==> config.mk <==
export PLATFORM = sky130hd
export DESIGN_NAME = ram_arb_ctrl_flat
export DESIGN_NICKNAME = d
export VERILOG_FILES = /design/src/rtl/ram_arb_ctrl_if.sv /design/src/rtl/ram_arb_ctrl.sv /design/src/flat_wrapper.sv
export SDC_FILE = /design/constraint.sdc
export NUM_CORES = 1
export LEC_CHECK = 0
export CORE_MARGIN = 2
export CORE_UTILIZATION = 35
export DETAILED_ROUTE_END_ITERATION = 16
export PLACE_DENSITY = 0.67
export SYNTH_ARGS = -nofsm -noshare
export SYNTH_HDL_FRONTEND = slang
export SYNTH_SLANG_ARGS = --single-unit
==> constraint.sdc <==
create_clock -name clk -period 1.3 [get_ports clk]
set_input_delay 0.325 -clock clk [delete_from_list [all_inputs] [get_ports clk]]
set_output_delay 0.325 -clock clk [all_outputs]
set_load 0.05 [all_outputs]
==> src/rtl/ram_arb_ctrl_if.sv <==
// ram_arb_ctrl_if: requester-side bundle of the two-port SRAM arbiter.
// Carries both ports' request/write qualifiers, addresses and write data,
// plus the combinational grants, read-return pulses, shared read data and
// the init-done flag. The master modport is the requester side; the slave
// modport is the controller side.
interface ram_arb_ctrl_if #(
   parameter int AW = 8,
   parameter int DW = 5
);
   logic          req0;
   logic          req1;
   logic          we0;
   logic          we1;
   logic [AW-1:0] addr0;
   logic [AW-1:0] addr1;
   logic [DW-1:0] wdata0;
   logic [DW-1:0] wdata1;
   logic          gnt0;
   logic          gnt1;
   logic          rvalid0;
   logic          rvalid1;
   logic [DW-1:0] rdata;
   logic          init_done;

   modport master (
      output req0, req1, we0, we1, addr0, addr1, wdata0, wdata1,
      input  gnt0, gnt1, rvalid0, rvalid1, rdata, init_done
   );

   modport slave (
      input  req0, req1, we0, we1, addr0, addr1, wdata0, wdata1,
      output gnt0, gnt1, rvalid0, rvalid1, rdata, init_done
   );
endinterface

==> src/rtl/ram_arb_ctrl.sv <==
// ram_arb_ctrl: shares one single-port synchronous SRAM between two
// requesters. After reset the whole SRAM is cleared to zero (INIT), then
// at most one access per cycle is granted (RUN), round-robin by default.
// A read accepted in cycle N strobes the SRAM in N+1, the SRAM returns data
// in N+2 and rdata/rvalidN are registered in N+3.
//
// Build option: define RAM_ARB_FIXED_PRIO_EN to make port 0 always win a
// collision (the round-robin pointer is then not built; port 1 may starve).
module ram_arb_ctrl #(
   parameter int AW = 8,
   parameter int DW = 5
) (
   input  logic          clk,
   input  logic          rst_n,
   ram_arb_ctrl_if.slave bus,
   output logic          ram_cs,
   output logic          ram_we,
   output logic [AW-1:0] ram_addr,
   output logic [DW-1:0] ram_din,
   input  logic [DW-1:0] ram_dout
);

   typedef enum logic [0:0] {
      ST_INIT = 1'b0,
      ST_RUN  = 1'b1
   } state_t;

   // The counter is one bit wider than the address so the last address of
   // the sweep is compared before anything can wrap back to zero.
   localparam logic [AW:0] CNT_LAST = {1'b0, {AW{1'b1}}};
   localparam logic [AW:0] CNT_ONE  = {{AW{1'b0}}, 1'b1};

   state_t        state_r;
   state_t        state_s;
   logic [AW:0]   cnt_r;
   logic [AW:0]   cnt_s;
   logic          init_done_r;
   logic          init_done_s;

   logic          ram_cs_r;
   logic          ram_cs_s;
   logic          ram_we_r;
   logic          ram_we_s;
   logic [AW-1:0] ram_addr_r;
   logic [AW-1:0] ram_addr_s;
   logic [DW-1:0] ram_din_r;
   logic [DW-1:0] ram_din_s;

   // Port tag pipeline: stage 1 is aligned with the SRAM strobe, stage 2
   // with the SRAM data output.
   logic          p1_vld_r;
   logic          p1_vld_s;
   logic          p1_port_r;
   logic          p1_port_s;
   logic          p2_vld_r;
   logic          p2_port_r;

   logic          rvalid0_r;
   logic          rvalid1_r;
   logic [DW-1:0] rdata_r;

   logic          gnt0_s;
   logic          gnt1_s;
   logic          acc_s;
   logic          sel_we_s;

`ifndef RAM_ARB_FIXED_PRIO_EN
   // Pointer names the port that wins the next collision (0 = port 0).
   logic          ptr_r;
   logic          ptr_s;
`endif

   // Arbitration: grants are combinational from requests, pointer and state.
   always_comb begin
      gnt0_s = 1'b0;
      gnt1_s = 1'b0;
      if (state_r == ST_RUN) begin
`ifdef RAM_ARB_FIXED_PRIO_EN
         gnt0_s = bus.req0;
         gnt1_s = bus.req1 & ~bus.req0;
`else
         gnt0_s = bus.req0 & (~bus.req1 | ~ptr_r);
         gnt1_s = bus.req1 & (~bus.req0 |  ptr_r);
`endif
      end else begin
         gnt0_s = 1'b0;
         gnt1_s = 1'b0;
      end
   end

   assign acc_s    = gnt0_s | gnt1_s;
   assign sel_we_s = gnt1_s ? bus.we1 : bus.we0;

   // Next-state logic: clear sweep in INIT, issue of the accepted access in RUN.
   always_comb begin
      state_s     = state_r;
      cnt_s       = cnt_r;
      init_done_s = init_done_r;
      ram_cs_s    = 1'b0;
      ram_we_s    = 1'b0;
      ram_addr_s  = ram_addr_r;
      ram_din_s   = ram_din_r;
      p1_vld_s    = 1'b0;
      p1_port_s   = p1_port_r;
`ifndef RAM_ARB_FIXED_PRIO_EN
      ptr_s       = ptr_r;
`endif
      case (state_r)
         ST_INIT: begin
            ram_cs_s   = 1'b1;
            ram_we_s   = 1'b1;
            ram_addr_s = cnt_r[AW-1:0];
            ram_din_s  = {DW{1'b0}};
            cnt_s      = cnt_r + CNT_ONE;
            if (cnt_r == CNT_LAST) begin
               state_s     = ST_RUN;
               init_done_s = 1'b1;
            end else begin
               state_s     = ST_INIT;
               init_done_s = 1'b0;
            end
         end
         ST_RUN: begin
            if (acc_s) begin
               ram_cs_s   = 1'b1;
               ram_we_s   = sel_we_s;
               ram_addr_s = gnt1_s ? bus.addr1  : bus.addr0;
               ram_din_s  = gnt1_s ? bus.wdata1 : bus.wdata0;
               p1_vld_s   = ~sel_we_s;
               p1_port_s  = gnt1_s;
`ifndef RAM_ARB_FIXED_PRIO_EN
               // Hand the next collision to the port that was not served.
               ptr_s      = gnt0_s;
`endif
            end else begin
               ram_cs_s   = 1'b0;
               ram_we_s   = 1'b0;
            end
         end
         default: begin
            state_s     = ST_INIT;
            cnt_s       = {(AW+1){1'b0}};
            init_done_s = 1'b0;
         end
      endcase
   end

   // State, SRAM strobes, tag pipeline and read-return registers.
   always_ff @(posedge clk or negedge rst_n) begin
      if (!rst_n) begin
         state_r     <= ST_INIT;
         cnt_r       <= {(AW+1){1'b0}};
         init_done_r <= 1'b0;
         ram_cs_r    <= 1'b0;
         ram_we_r    <= 1'b0;
         ram_addr_r  <= {AW{1'b0}};
         ram_din_r   <= {DW{1'b0}};
         p1_vld_r    <= 1'b0;
         p1_port_r   <= 1'b0;
         p2_vld_r    <= 1'b0;
         p2_port_r   <= 1'b0;
         rvalid0_r   <= 1'b0;
         rvalid1_r   <= 1'b0;
         rdata_r     <= {DW{1'b0}};
      end else begin
         state_r     <= state_s;
         cnt_r       <= cnt_s;
         init_done_r <= init_done_s;
         ram_cs_r    <= ram_cs_s;
         ram_we_r    <= ram_we_s;
         ram_addr_r  <= ram_addr_s;
         ram_din_r   <= ram_din_s;
         p1_vld_r    <= p1_vld_s;
         p1_port_r   <= p1_port_s;
         p2_vld_r    <= p1_vld_r;
         p2_port_r   <= p1_port_r;
         rvalid0_r   <= p2_vld_r & ~p2_port_r;
         rvalid1_r   <= p2_vld_r &  p2_port_r;
         if (p2_vld_r) begin
            rdata_r <= ram_dout;
         end else begin
            rdata_r <= rdata_r;
         end
      end
   end

`ifndef RAM_ARB_FIXED_PRIO_EN
   // Round-robin pointer register.
   always_ff @(posedge clk or negedge rst_n) begin
      if (!rst_n) begin
         ptr_r <= 1'b0;
      end else begin
         ptr_r <= ptr_s;
      end
   end
`endif

   assign bus.gnt0      = gnt0_s;
   assign bus.gnt1      = gnt1_s;
   assign bus.rvalid0   = rvalid0_r;
   assign bus.rvalid1   = rvalid1_r;
   assign bus.rdata     = rdata_r;
   assign bus.init_done = init_done_r;

   assign ram_cs   = ram_cs_r;
   assign ram_we   = ram_we_r;
   assign ram_addr = ram_addr_r;
   assign ram_din  = ram_din_r;

endmodule
==> src/flat_wrapper.sv <==
// flat-port wrapper written by rule: the top's interface ports become plain ports
module ram_arb_ctrl_flat 
#(
   parameter int AW = 8,
   parameter int DW = 5
)
  (clk, rst_n, ram_cs, ram_we, ram_addr, ram_din, ram_dout, bus_req0, bus_req1, bus_we0, bus_we1, bus_addr0, bus_addr1, bus_wdata0, bus_wdata1, bus_gnt0, bus_gnt1, bus_rvalid0, bus_rvalid1, bus_rdata, bus_init_done);
  ram_arb_ctrl_if #(.AW(AW), .DW(DW)) bus_i ();
  input  logic clk;
  input  logic rst_n;
  output logic ram_cs;
  output logic ram_we;
  output logic [AW-1:0] ram_addr;
  output logic [DW-1:0] ram_din;
  input  logic [DW-1:0] ram_dout;
  input wire logic [$bits(bus_i.req0)-1:0] bus_req0;
  input wire logic [$bits(bus_i.req1)-1:0] bus_req1;
  input wire logic [$bits(bus_i.we0)-1:0] bus_we0;
  input wire logic [$bits(bus_i.we1)-1:0] bus_we1;
  input wire logic [$bits(bus_i.addr0)-1:0] bus_addr0;
  input wire logic [$bits(bus_i.addr1)-1:0] bus_addr1;
  input wire logic [$bits(bus_i.wdata0)-1:0] bus_wdata0;
  input wire logic [$bits(bus_i.wdata1)-1:0] bus_wdata1;
  output wire logic [$bits(bus_i.gnt0)-1:0] bus_gnt0;
  output wire logic [$bits(bus_i.gnt1)-1:0] bus_gnt1;
  output wire logic [$bits(bus_i.rvalid0)-1:0] bus_rvalid0;
  output wire logic [$bits(bus_i.rvalid1)-1:0] bus_rvalid1;
  output wire logic [$bits(bus_i.rdata)-1:0] bus_rdata;
  output wire logic [$bits(bus_i.init_done)-1:0] bus_init_done;
  assign bus_i.req0 = bus_req0;
  assign bus_i.req1 = bus_req1;
  assign bus_i.we0 = bus_we0;
  assign bus_i.we1 = bus_we1;
  assign bus_i.addr0 = bus_addr0;
  assign bus_i.addr1 = bus_addr1;
  assign bus_i.wdata0 = bus_wdata0;
  assign bus_i.wdata1 = bus_wdata1;
  assign bus_gnt0 = bus_i.gnt0;
  assign bus_gnt1 = bus_i.gnt1;
  assign bus_rvalid0 = bus_i.rvalid0;
  assign bus_rvalid1 = bus_i.rvalid1;
  assign bus_rdata = bus_i.rdata;
  assign bus_init_done = bus_i.init_done;
  ram_arb_ctrl #(.AW(AW), .DW(DW)) u_core (.clk(clk), .rst_n(rst_n), .bus(bus_i), .ram_cs(ram_cs), .ram_we(ram_we), .ram_addr(ram_addr), .ram_din(ram_din), .ram_dout(ram_dout));
endmodule
==> Yosys cells after proc, flatten, opt, wreduce, memory -nomap -nowiden <==
Index checks and enable logic that the tools add are counted.
{ "totals": {"reg_bits": 38, "latch_bits": 0, "ramBits": 0, "mem_bits_ro": 0, "out_inout_bits": 25, "wordCells": 49, "mem_count": 0} }
{ "op_classes": {"addsub": 1, "n_mul": 0, "div_mod_pow": 0, "magnitude_cmp": 0, "eq_ne": 2, "n_shift": 0, "mux": 17, "n_bitwise": 13, "n_reduce_logical": 1} }
{ "ops": {"columns": ["operator", "count"], "rows": [
  ["2-to-1 mux 8 bit", 2],
  ["one-hot mux 8 bit (2 select lines)", 1],
  ["2-to-1 mux 5 bit", 2],
  ["one-hot mux 5 bit (2 select lines)", 1],
  ["adder 9 x 1 -> 9 bit, second input constant", 1],
  ["== test 9 x 8 -> 1 bit, second input constant", 1],
  ["2-to-1 mux 1 bit", 9],
  ["NOT 1 bit", 6],
  ["bitwise AND 1 bit", 4],
  ["one-hot mux 1 bit (2 select lines)", 2],
  ["bitwise OR 1 bit", 3],
  ["inequality test 2 bit, second input constant", 1],
  ["AND reduction 2 bit", 1]
]} }

==> Longest topological paths before layout <==
{ "depth": {"word_depth": 8, "depth_mapped": 5, "depth_no_buf": 5} }

==> Worst setup path before layout <==
OpenSTA, ideal clock, no wires.
{ "synth_timing": {"path_type": "register to output", "startpoint": "register u_core.ptr_r", "endpoint": "output bus_gnt0", "arrival_time_ns": 1.020, "t_required_ns": 0.975, "slack_ns": -0.045, "path_stages_with_launch": 3, "path_cell_list": "dfrtp_1 -> a21boi_1 -> and2_1"} }
{ "synth_via": {"elab_chain_cells": 4} }
{ "synth_rtl": {"columns": ["item", "line_no", "source"], "rows": [
  ["from (decl)", "ram_arb_ctrl.sv:69", "logic ptr_r;"],
  ["from (signal assigned)", "ram_arb_ctrl.sv:193", "ptr_r <= ptr_s;"],
  ["NOT 1 bit", "ram_arb_ctrl.sv:82", "gnt0_s = bus.req0 & (~bus.req1 | ~ptr_r);"],
  ["bitwise OR 1 bit", "ram_arb_ctrl.sv:82", null],
  ["bitwise AND 1 bit", "ram_arb_ctrl.sv:82", null],
  ["2-to-1 mux 1 bit", "ram_arb_ctrl.sv:77", "if (state_r == ST_RUN) begin"],
  ["to (decl)", "flat_wrapper.sv:24", "output wire logic [$bits(bus_i.gnt0)-1:0] bus_gnt0;"]
]} }
Every way passes these cells.

==> Worst setup path in the final report <==
{ "layout_timing": {"startpoint": "register u_core.ptr_r", "endpoint": "output bus_gnt1"} }
{ "layout_via": {"elab_chain_cells": 3} }
{ "layout_rtl": {"columns": ["item", "line_no", "source"], "rows": [
  ["bitwise OR 1 bit", "ram_arb_ctrl.sv:83", "gnt1_s = bus.req1 & (~bus.req0 | ptr_r);"],
  ["bitwise AND 1 bit", "ram_arb_ctrl.sv:83", null],
  ["2-to-1 mux 1 bit", "ram_arb_ctrl.sv:77", null],
  ["to (decl)", "flat_wrapper.sv:25", "output wire logic [$bits(bus_i.gnt1)-1:0] bus_gnt1;"]
]} }
Every way passes these cells.

==> results by group <==
Cells and area
  – Final cell count without fillers: 322
  – # fillers: 380
  – NumNets Final: 290
  – Layout area overhead: 75.7%
  – Final core utilization: 0.628
  – Design area: 3140 um2
  – # diodes: 0
  – Layout cells sized above 1: 0.397

Clock network
  – CTS tree: done
  – Clock sinks: 38
  – CTS root buf: clkbuf_8
  – TritonCTS buffer count: 5
  – CTS H-Tree Depth: 2
  – Clock latency on the worst-skew pair: roughly 290 ps
  – Clk pin slew, worst setup/hold paths: roughly 80 ps
  – Clock tree buffer depth: 2

Setup path
  – Required @ worst endpoint: around 980 ps
  – CP Class: reg2out
  – Maximum fanout along the worst path: 4
  – Crit. End Element: output pin
  – R2R Path Start: u_core.state_r
  – Worst setup SP type: register
  – Cell family with most CP delay: flip-flops
  – R2R Path End: u_core.cnt_r[7]
  – CP Buf/Inv Count: 2
  – R2R depth: 5
  – Flop2flop setup slack: -90 ps
  – Slowest stage cell, crit path: dfrtp_1
  – CP arrival: roughly 1200 ps
  – Worst path max stage delay: approximately 420 ps
  – Crit path cell chain: nand2b_4, nand2_8, inv_6, buf_12

Global route
  – Vias in the first global route: 1581
  – Global Route Usage Sum: 0.169
  – First-pass GRT wire length: roughly 7200 um
  – Largest net degree at the start of global routing: 39
  – GR Overflow Total: 0
  – Initial antenna violation count: 0

Placed design
  – Placed Cells: just over 300
  – Dpl hpwl: slightly above 3000 um
  – Post-DP Area: roughly 2800 um2
  – GPL Wtd Cong: roughly 0.8
  – Port Buffers: 61

Routing
  – Remaining routing DRC violations: 0
  – DR WL/cell: about 14 um
  – Drt pass-1 iters: 4
  – Post-route ant nets: 0
  – DR iter-0 viols: 103
  – Number of vias per cell: 4.88
  – Total number of vias: between 1500 and 2000
  – Detailed Route WL: roughly 4500 um

Die
  – Die ar.: 5700 um2
  – Die width: roughly 76 um
  – Initial core utilization: 0.357
  – Number of I/O pins: between 60 and 70
  – Rows: 26
  – Core Box Area: 5010 um2
  – Die height: 75.5 um

STA
  – Endpoints failing hold: 0
  – Worst Tran Pin Value: around 260 ps
  – Max-slew violations: 0
  – Final period utilization: 1.14
  – Fmax: between 0.6 and 0.7 GHz
  – RSZ-0062 raised after global routing: true
  – Final Critical Period: between 1000 and 1500 ps
  – Worst Hold Slack: roughly 360 ps
  – Fin Setup TNS: -746 ps
  – Clk_skew: 6.90 ps
  – Final worst slack: -187 ps
  – Max-slew headroom: 0.825
  – Setup-failing EPs final: 9

Min path
  – Hold Crit Depth: 0
  – Hold crit path type: reg2reg
  – WHS Endpoint: u_core.p2_vld_r
  – Min-Delay Startpoint: u_core.p1_vld_r

Run status
  – Outcome: finished with violations
  – Failing checks: negative setup slack

Synth
  – Post-synth EDFFs: 0
  – Mapped Nets: between 150 and 200
  – Post-Synth Adder-Cell Area: 0.0140
  – Synth cell count leaders: 38 x dfrtp_1, 16 x nand3_1, 9 x nor2b_1
  – Post-synth top area share: 0.531
  – Yosys warns: 0
  – Commonest register cell after synthesis: dfrtp_1
  – Seq/Total Area, Yosys: 0.531
  – Cell area after synthesis: between 1500 and 2000 um2
  – Compound-Gate Fraction of Synth Area: 0.145
  – Top post-synthesis cells by area: dfrtp_1 53%, nand3_1 4.5%, mux2_2 4.4%, a211oi_2 4.2%, nor2b_1 3.1%
  – Post-synthesis mux area share: 0.0441
  – Syn Area/Cell: around 11 um2
  – Xor and xnor area share after synthesis: 0.0343
  – Cell with the most instances after synthesis: dfrtp_1
  – Synth area leader: dfrtp_1
  – Post-synthesis cell type count: 37
  – Largest family of logic cells by synthesized area: simple AND/OR/NAND/NOR gates
  – Ys async rst share: 1.00
  – Cells after synthesis: 160
  – Yosys reg bits: 38
  – Synth Area in Simple Gates: 0.183

Pwr
  – Leak: 1.32 nW
  – Maximum VDD drop: roughly 0.42 mV
  – Power per cell area: 716 nW/um2

Run
  – Max Cap Violations: 0
-- flip-flops by register name (all words and copies together) (netlist names), 5 cells and up --
register / flops
u_core.bus.rdata: 5
u_core.cnt_r: 9
u_core.ram_addr: 8
u_core.ram_din: 5
-- report_power, final --
group          internal, mW  switching [mW]
sequential             1.18               0
combinational         0.129          0.0844
clock                 0.426           0.431
total                  1.74           0.515
-- what timing repair did --
action / in CTS / in global routing
endpoints found under the setup margin: 18 / 21
setup buffers: 3 / 10
gates resized for setup: 13 / 20
pin swaps: 4 / 9
hold buffers: 1 / 0
hold endpoints to repair: 31 / 0
-- routing by layer --
metal  global-route usage  vias to the layer above  wire, um
li1                     -                      745         -
met1                0.230                      770      2020
met2                0.251                       52      2180
met3               0.0370                        4       258
met4               0.0897                        0        61
met5                    0                        -         0
-- logic make-up (layout without fill, tap and decap cells) --
| logic type | after synthesis | after routing |
|---|---|---|
| AND/OR/NAND/NOR | 58 | 58 |
| adder cells (fa/ha/maj) | 2 | 2 |
| flip-flops | 38 | 38 |
| XOR/XNOR | 7 | 7 |
| multiplexers | 7 | 7 |
| AO/OA/AOI/OAI | 33 | 33 |
| buffers and inverters | 15 | 107 |
-- worst register-to-register path, stage by stage (launching register included) --
cell and delay, ps:
dfrtp_2 440, buf_6 140, buf_6 120, nand4b_1 230, nor3_2 220, xor2_1 160
-- through the flow --
stage	power, mW	setup WS (ps)
floorplan	1.25	7.42
CTS	2.27	-189
global placement	1.41	-408
global route	2.33	-232
detailed placement	1.41	-403
finish	2.25	-187
-- cell type report --
class | instances | area [um2] | area share
Clock buffer | 6 | 82.6 | 0.0263
Clock inverter | 2 | 12.5 | 0.00398
Inverter | 6 | 27.5 | 0.00875
Multi-Input combinational cell | 107 | 847 | 0.269
Sequential cell | 38 | 952 | 0.303
Tap cell | 70 | 87.6 | 0.0279
Timing Repair Buffer | 93 | 1130 | 0.361
-- cells in the final DEF, fill, tap and decap left out, types with 4 or more instances in the layout --
cell type	netlist	final
nor3_1	6	5
mux2_2	7	7
xnor2_1	4	4
o211ai_1	7	7
buf_4	2	23
inv_1	5	5
buf_6	2	7
buf_12	0	26
nor2_1	7	6
nand3_1	16	15
a211oi_2	6	6
clkbuf_8	0	6
nand2_1	7	7
a31oi_1	7	5
o21ai_0	5	4
dfrtp_1	38	37
nor2b_1	9	6
clkdlybuf4s50_1	0	33
-- worst max-delay path by stage --
stage / from / end / slack, ps / cells past startpoint
finish: u_core.ptr_r / bus_gnt1 / -190 / 4
global route: u_core.ptr_r / bus_gnt1 / -230 / 4
CTS: u_core.ptr_r / bus_gnt0 / -190 / 3
detailed placement: bus_req1 / bus_gnt1 / -400 / 5
global placement: bus_req1 / bus_gnt1 / -410 / 5
floorplan: u_core.cnt_r[0] / u_core.state_r / 7 / 5
(Power assumes the default switching activity.)
